### src/rtl/ps2_key_decoder.sv
// PS/2 keyboard receiver and scan-code set 2 decoder producing the 5-bit
// KEY_PRESSED direction/reset code, with make/break tracking and frame checks.
module ps2_key_decoder #(
  parameter int unsigned TIMEOUT_CYCLES = 50000,
  parameter logic [4:0]  IDLE_CODE      = 5'd31
) (
  input  logic       CLOCK_50,
  input  logic       resetn,
  input  logic       PS2_CLK,
  input  logic       PS2_DAT,
  output logic [4:0] KEY_PRESSED,
  output logic       key_valid,
  output logic       frame_err
);

  localparam int unsigned TMO_W  = (TIMEOUT_CYCLES > 2) ? $clog2(TIMEOUT_CYCLES) : 1;
  localparam int unsigned BYTE_W = 8;
  localparam int unsigned CNT_W  = 3;

  typedef enum logic [1:0] {
    IDLE   = 2'd0,
    DATA   = 2'd1,
    PARITY = 2'd2,
    STOP   = 2'd3
  } rx_state_e;

  logic [1:0]        clk_sync_q, clk_sync_d;
  logic [1:0]        dat_sync_q, dat_sync_d;
  logic              clk_prev_q, clk_prev_d;
  rx_state_e         state_q, state_d;
  logic [CNT_W-1:0]  bit_cnt_q, bit_cnt_d;
  logic [BYTE_W-1:0] shift_q, shift_d;
  logic              par_q, par_d;
  logic [TMO_W-1:0]  tmo_cnt_q, tmo_cnt_d;
  logic              byte_vld_q, byte_vld_d;
  logic              ext_q, ext_d;
  logic              brk_q, brk_d;
  logic [4:0]        key_q, key_d;
  logic              key_valid_q, key_valid_d;
  logic              frame_err_q, frame_err_d;

  logic              fall_c;
  logic              dat_c;
  logic              tmo_hit_c;
  logic [5:0]        lkp_c;

  // Returns {hit, code} for a (extended, byte) pair.
  function automatic logic [5:0] lookup_code(input logic ext, input logic [BYTE_W-1:0] b);
    logic [5:0] res;
    res = 6'd0;
    case ({ext, b})
      9'h01D: res = {1'b1, 5'd0};
      9'h01B: res = {1'b1, 5'd1};
      9'h01C: res = {1'b1, 5'd2};
      9'h023: res = {1'b1, 5'd3};
      9'h043: res = {1'b1, 5'd4};
      9'h042: res = {1'b1, 5'd5};
      9'h03B: res = {1'b1, 5'd6};
      9'h04B: res = {1'b1, 5'd7};
      9'h175: res = {1'b1, 5'd8};
      9'h172: res = {1'b1, 5'd9};
      9'h16B: res = {1'b1, 5'd10};
      9'h174: res = {1'b1, 5'd11};
      9'h075: res = {1'b1, 5'd12};
      9'h073: res = {1'b1, 5'd13};
      9'h06B: res = {1'b1, 5'd14};
      9'h074: res = {1'b1, 5'd15};
      9'h029: res = {1'b1, 5'd16};
      default: res = 6'd0;
    endcase
    return res;
  endfunction

  assign fall_c    = clk_prev_q & ~clk_sync_q[1];
  assign dat_c     = dat_sync_q[1];
  assign tmo_hit_c = (state_q != IDLE) && !fall_c &&
                     (tmo_cnt_q == TMO_W'(TIMEOUT_CYCLES - 1));
  assign lkp_c     = lookup_code(ext_q, shift_q);

  always_comb begin
    clk_sync_d  = {clk_sync_q[0], PS2_CLK};
    dat_sync_d  = {dat_sync_q[0], PS2_DAT};
    clk_prev_d  = clk_sync_q[1];
    state_d     = state_q;
    bit_cnt_d   = bit_cnt_q;
    shift_d     = shift_q;
    par_d       = par_q;
    tmo_cnt_d   = tmo_cnt_q;
    byte_vld_d  = 1'b0;
    ext_d       = ext_q;
    brk_d       = brk_q;
    key_d       = key_q;
    key_valid_d = 1'b0;
    frame_err_d = 1'b0;

    // Byte decoder; shift_q still holds the byte delivered on the previous cycle.
    if (byte_vld_q) begin
      if (shift_q == 8'hE0) begin
        ext_d = 1'b1;
      end else if (shift_q == 8'hF0) begin
        brk_d = 1'b1;
      end else begin
        if (lkp_c[5]) begin
          if (brk_q) begin
            if (key_q == lkp_c[4:0]) key_d = IDLE_CODE;
          end else begin
            key_d       = lkp_c[4:0];
            key_valid_d = 1'b1;
          end
        end
        ext_d = 1'b0;
        brk_d = 1'b0;
      end
    end

    if (fall_c || state_q == IDLE || tmo_hit_c) tmo_cnt_d = '0;
    else                                        tmo_cnt_d = tmo_cnt_q + TMO_W'(1);

    if (fall_c) begin
      case (state_q)
        IDLE: begin
          if (!dat_c) begin
            state_d   = DATA;
            bit_cnt_d = '0;
          end
        end
        DATA: begin
          shift_d   = {dat_c, shift_q[BYTE_W-1:1]};
          bit_cnt_d = bit_cnt_q + CNT_W'(1);
          if (bit_cnt_q == CNT_W'(7)) state_d = PARITY;
        end
        PARITY: begin
          par_d   = dat_c;
          state_d = STOP;
        end
        STOP: begin
          state_d = IDLE;
          if (dat_c && (^{par_q, shift_q})) begin
            byte_vld_d = 1'b1;
          end else begin
            frame_err_d = 1'b1;
            ext_d       = 1'b0;
            brk_d       = 1'b0;
          end
        end
        default: state_d = IDLE;
      endcase
    end

    // Stalled partial frame: abandon it and forget any pending prefix.
    if (tmo_hit_c) begin
      state_d     = IDLE;
      frame_err_d = 1'b1;
      ext_d       = 1'b0;
      brk_d       = 1'b0;
    end
  end

  always_ff @(posedge CLOCK_50) begin
    if (!resetn) begin
      clk_sync_q  <= 2'b11;
      dat_sync_q  <= 2'b11;
      clk_prev_q  <= 1'b1;
      state_q     <= IDLE;
      bit_cnt_q   <= '0;
      shift_q     <= '0;
      par_q       <= 1'b0;
      tmo_cnt_q   <= '0;
      byte_vld_q  <= 1'b0;
      ext_q       <= 1'b0;
      brk_q       <= 1'b0;
      key_q       <= IDLE_CODE;
      key_valid_q <= 1'b0;
      frame_err_q <= 1'b0;
    end else begin
      clk_sync_q  <= clk_sync_d;
      dat_sync_q  <= dat_sync_d;
      clk_prev_q  <= clk_prev_d;
      state_q     <= state_d;
      bit_cnt_q   <= bit_cnt_d;
      shift_q     <= shift_d;
      par_q       <= par_d;
      tmo_cnt_q   <= tmo_cnt_d;
      byte_vld_q  <= byte_vld_d;
      ext_q       <= ext_d;
      brk_q       <= brk_d;
      key_q       <= key_d;
      key_valid_q <= key_valid_d;
      frame_err_q <= frame_err_d;
    end
  end

  assign KEY_PRESSED = key_q;
  assign key_valid   = key_valid_q;
  assign frame_err   = frame_err_q;

endmodule

### config.mk
export PLATFORM = sky130hd
export DESIGN_NAME = ps2_key_decoder
export DESIGN_NICKNAME = d
export VERILOG_FILES = /design/src/rtl/ps2_key_decoder.sv
export SDC_FILE = /design/constraint.sdc
export NUM_CORES = 1
export LEC_CHECK = 0
export CAP_MARGIN = 10
export CORE_UTILIZATION = 35
export CTS_CLUSTER_SIZE = 20
export DETAILED_ROUTE_END_ITERATION = 8
export GPL_TIMING_DRIVEN = 1
export PLACE_DENSITY_LB_ADDON = 0.2
export SLEW_MARGIN = 20
export SYNTH_ARGS = -nofsm -noshare
export SYNTH_HDL_FRONTEND = slang
export SYNTH_SLANG_ARGS = --single-unit
### constraint.sdc
create_clock -name CLOCK_50 -period 4.3 [get_ports CLOCK_50]
set_input_delay 0.645 -clock CLOCK_50 [delete_from_list [all_inputs] [get_ports CLOCK_50]]
set_output_delay 0.645 -clock CLOCK_50 [all_outputs]
set_load 0.1 [all_outputs]
==> implementation parameters <==
Parameter                              Value

Floorplan
  Die Height    between 80 and 90 µm
  Die area    between 7000 and 8000 µm²
  Starting density of the core    0.360
  Number of primary I/O pins    11
  Core outline area    between 7000 and 8000 µm²
  Placement row count    31
  Horiz. Die Dim    a little under 90 µm

Clock tree
  CTS max path bufs    2
  Register clock-pin slew on the reported worst setup and hold paths    80 ps
  Clock sink total    45
  Clock tree from TritonCTS    built
  Clock Latency Late Sink    roughly 300 ps
  Setup Buffers After CTS    0
  CTS Hold Bufs    0
  Count of H-tree levels built during CTS    2
  Number of CTS-inserted buffers    5
  Post-CTS resize count    0
  Cell at the root of the clock tree    sky130_fd_sc_hd__clkbuf_8

Placed design
  Detailed Place HPWL    3730 µm
  Routability Congestion    0.777
  Placed instance area    2800 µm²
  Number of port buffers    10

Route
  Detailed-routing iteration count for the pre-antenna-repair pass    4
  Post-route DRC    0
  Final routed wirelength across all metal layers    4980 µm
  Drt initial violations    33
  Mean number of vias per cell    4.97
  Vias    2031
  Antenna Violating Nets Remaining    0
  Wire length per cell    12.2 µm

STA
  Slew margin rel.    0.354
  Transition at the pin with the smallest max-transition slack    967 ps
  Share of the cycle needed by the critical path after routing    0.593
  Unrepaired setup endpoints after global routing    no
  Maximum clock skew at final layout    around 10 ps
  Final setup violating endpoints    0
  Pins Over Slew Limit    0
  Final period demand of the worst path    2550 ps
  Total negative slack for setup checks    0 ps
  Fmax    392 MHz
  Number of failing hold endpoints at the final stage    0

Synth
  Count leader, synth    sky130_fd_sc_hd__dfxtp_1
  Top cells by count, synth    sky130_fd_sc_hd__dfxtp_1 (45), sky130_fd_sc_hd__nand2_1 (31), sky130_fd_sc_hd__nor2_1 (29)
  Post-synthesis instance total    298
  Syn Std Cell Area    approximately 2600 µm²
  Top post-synthesis cells by area    sky130_fd_sc_hd__dfxtp_1 (35%), sky130_fd_sc_hd__ha_1 (11%), sky130_fd_sc_hd__nand2_1 (4.5%)
  Largest area contributor in the netlist    sky130_fd_sc_hd__dfxtp_1
  Synth unique cells    53
  Nets in the synthesized netlist    324
  Async S/R FF share, synth    0
  Synthesized area per cell    8.72 µm²
  Number of flip-flops and latches in the synthesized netlist    45
  Ys flop type    sky130_fd_sc_hd__dfxtp_1
  Sequential fraction of the synthesis area    0.347
  Area share of the leading cell type in the synthesized netlist    0.347
  Yosys warning count    0
  EDFF count, synth    0

Global route
  Global-route wire length before repair    8490 µm
  All-Layer GR Usage    0.139
  Pin count of the biggest net entering global routing    20
  Number of global-route vias before repair    1852
  Initial antenna violation count    0
  Final global-route overflow total    0

Cells and area
  Area delta synth->final    12.0%
  Post-layout nets    335
  Core utilization of the finished layout    0.403
  Antenna Cells    0
  Fraction of final layout cells with drive strength greater than 1    0.0839
  Cell area after layout    2910 µm²

Worst setup path
  Critical R2R Capture    KEY_PRESSED[4]
  Crit path max-delay cell type    sky130_fd_sc_hd__clkdlybuf4s50_1
  Crit Path Category    flip-flop to output port
  Length in cells of the worst reg-to-reg path    8
  Largest delay share family, worst path    buffers and inverters
  Critical path arrival    1900 ps
  Maximum cell stage delay along the critical path    between 1000 and 1500 ps
  Startpoint kind of the worst setup timing path    flip-flop
  Reg2reg setup slack    ~1900 ps
  Largest fanout on the critical path    5
  Count of buffering cells on the critical path with inverters included    1
  Worst-path cell chain    clkdlybuf4s50_1
  Launching element of the worst setup path    KEY_PRESSED[4]
  Worst reg2reg startpoint    shift_q[4]
  Required time at the endpoint of the critical path    ~3700 ps
  Number of stages on the worst setup path    1
  Type of element capturing the critical path    output port

Worst hold path
  Classification of the worst-slack hold path    flip-flop to flip-flop
  Worst Hold End    clk_sync_q[1]
  Origin of the worst min-delay path    clk_sync_q[0]
  Number of stages on the worst hold path    1

Power
  Final Total Pwr    760 µW
  Leakage power    roughly 0.97 nW
  Worst voltage drop across the vdd grid    0.000148 V
  Ratio of total power to cell area    261 nW/µm²

Flow run
  Number of max-cap violations    0

Status
  Result of the run    complete, no violations
==> state kept, by name, summed over array words and instances, names as in the netlist <==
name and cells:
tmo_cnt_q 16, shift_q 8, KEY_PRESSED 5, bit_cnt_q 3, clk_sync_q 2, dat_sync_q 2, state_q 2, brk_q 1
byte_vld_q 1, clk_prev_q 1, ext_q 1, frame_err 1, key_valid 1, par_q 1
==> per-layer routing <==
layer	wire [µm]	vias up	share of wire	global-route usage
li1	-	1059	-	-
met1	2430	935	0.49	0.174
met2	2340	30	0.47	0.234
met3	150	7	0.030	0.0330
met4	53	0	0.011	0.0455
met5	0	-	0	0
==> where the power goes <==
group,internal [mW],total (mW),switching [mW]
clock,0.175,0.325,0.150
combinational,0.00728,0.0160,0.00868
sequential,0.419,0.420,0.00110
==> placed cells by master, fill, tap and decap left out, types with 10 or more instances in the layout <==
master / instances
sky130_fd_sc_hd__a21boi_0: 10
sky130_fd_sc_hd__clkdlybuf4s50_1: 10
sky130_fd_sc_hd__dfxtp_1: 45
sky130_fd_sc_hd__ha_1: 22
sky130_fd_sc_hd__inv_1: 14
sky130_fd_sc_hd__nand2_1: 31
sky130_fd_sc_hd__nand2b_1: 12
sky130_fd_sc_hd__nand3_1: 19
sky130_fd_sc_hd__nor2_1: 29
sky130_fd_sc_hd__xnor2_1: 10
sky130_fd_sc_hd__xor2_1: 10
==> worst max path at each step <==
stage / end
finish: KEY_PRESSED[4]
global placement: KEY_PRESSED[1]
CTS: KEY_PRESSED[0]
floorplan: KEY_PRESSED[4]
detailed placement: KEY_PRESSED[1]
global route: KEY_PRESSED[0]
==> worst register-to-register path: cells and delay by family, from the launching register on <==
kind                       cells  cell delay, ps
AOI/OAI and AO/OA              3             740
buffers and inverters          1              90
and+or+nand+nor                3             770
DFF                            1             430
adders and majority gates      1             300
==> final cells by class <==
| type | instances | area [µm²] |
|---|---|---|
| sequential | 45 | 901 |
| clock buffer | 6 | 72.6 |
| multi-input combinational | 231 | 1610 |
| timing repair buffer | 12 | 115 |
| tap | 99 | 124 |
| fill | 774 | 4300 |
| inverter | 14 | 52.6 |
| clock inverter | 2 | 38.8 |
==> cell families (layout without fill, tap and decap cells) <==
kind of cell | count (synthesis) | in the layout | share of synthesized area
xor gates and xnor gates | 21 | 21 | 0.0737
and+or+nand+nor | 130 | 130 | 0.263
DFF | 45 | 45 | 0.347
AOI/OAI and AO/OA | 55 | 55 | 0.165
muxes | 3 | 3 | 0.0116
buffers and inverters | 22 | 34 | 0.0347
adders and majority gates | 22 | 22 | 0.106
==> through the flow <==
stage | worst slack [ps] | std cells | hold WS, ps
2_1_floorplan | 2270 | 298 | 386
3_3_place_gp | 1730 | 401 | 392
6_report | 1750 | 409 | 413
3_5_place_dp | 1700 | 401 | 394
5_1_grt | 1690 | 409 | 432
4_1_cts | 1740 | 409 | 415
No activity file was read; power rests on OpenSTA's default activity.
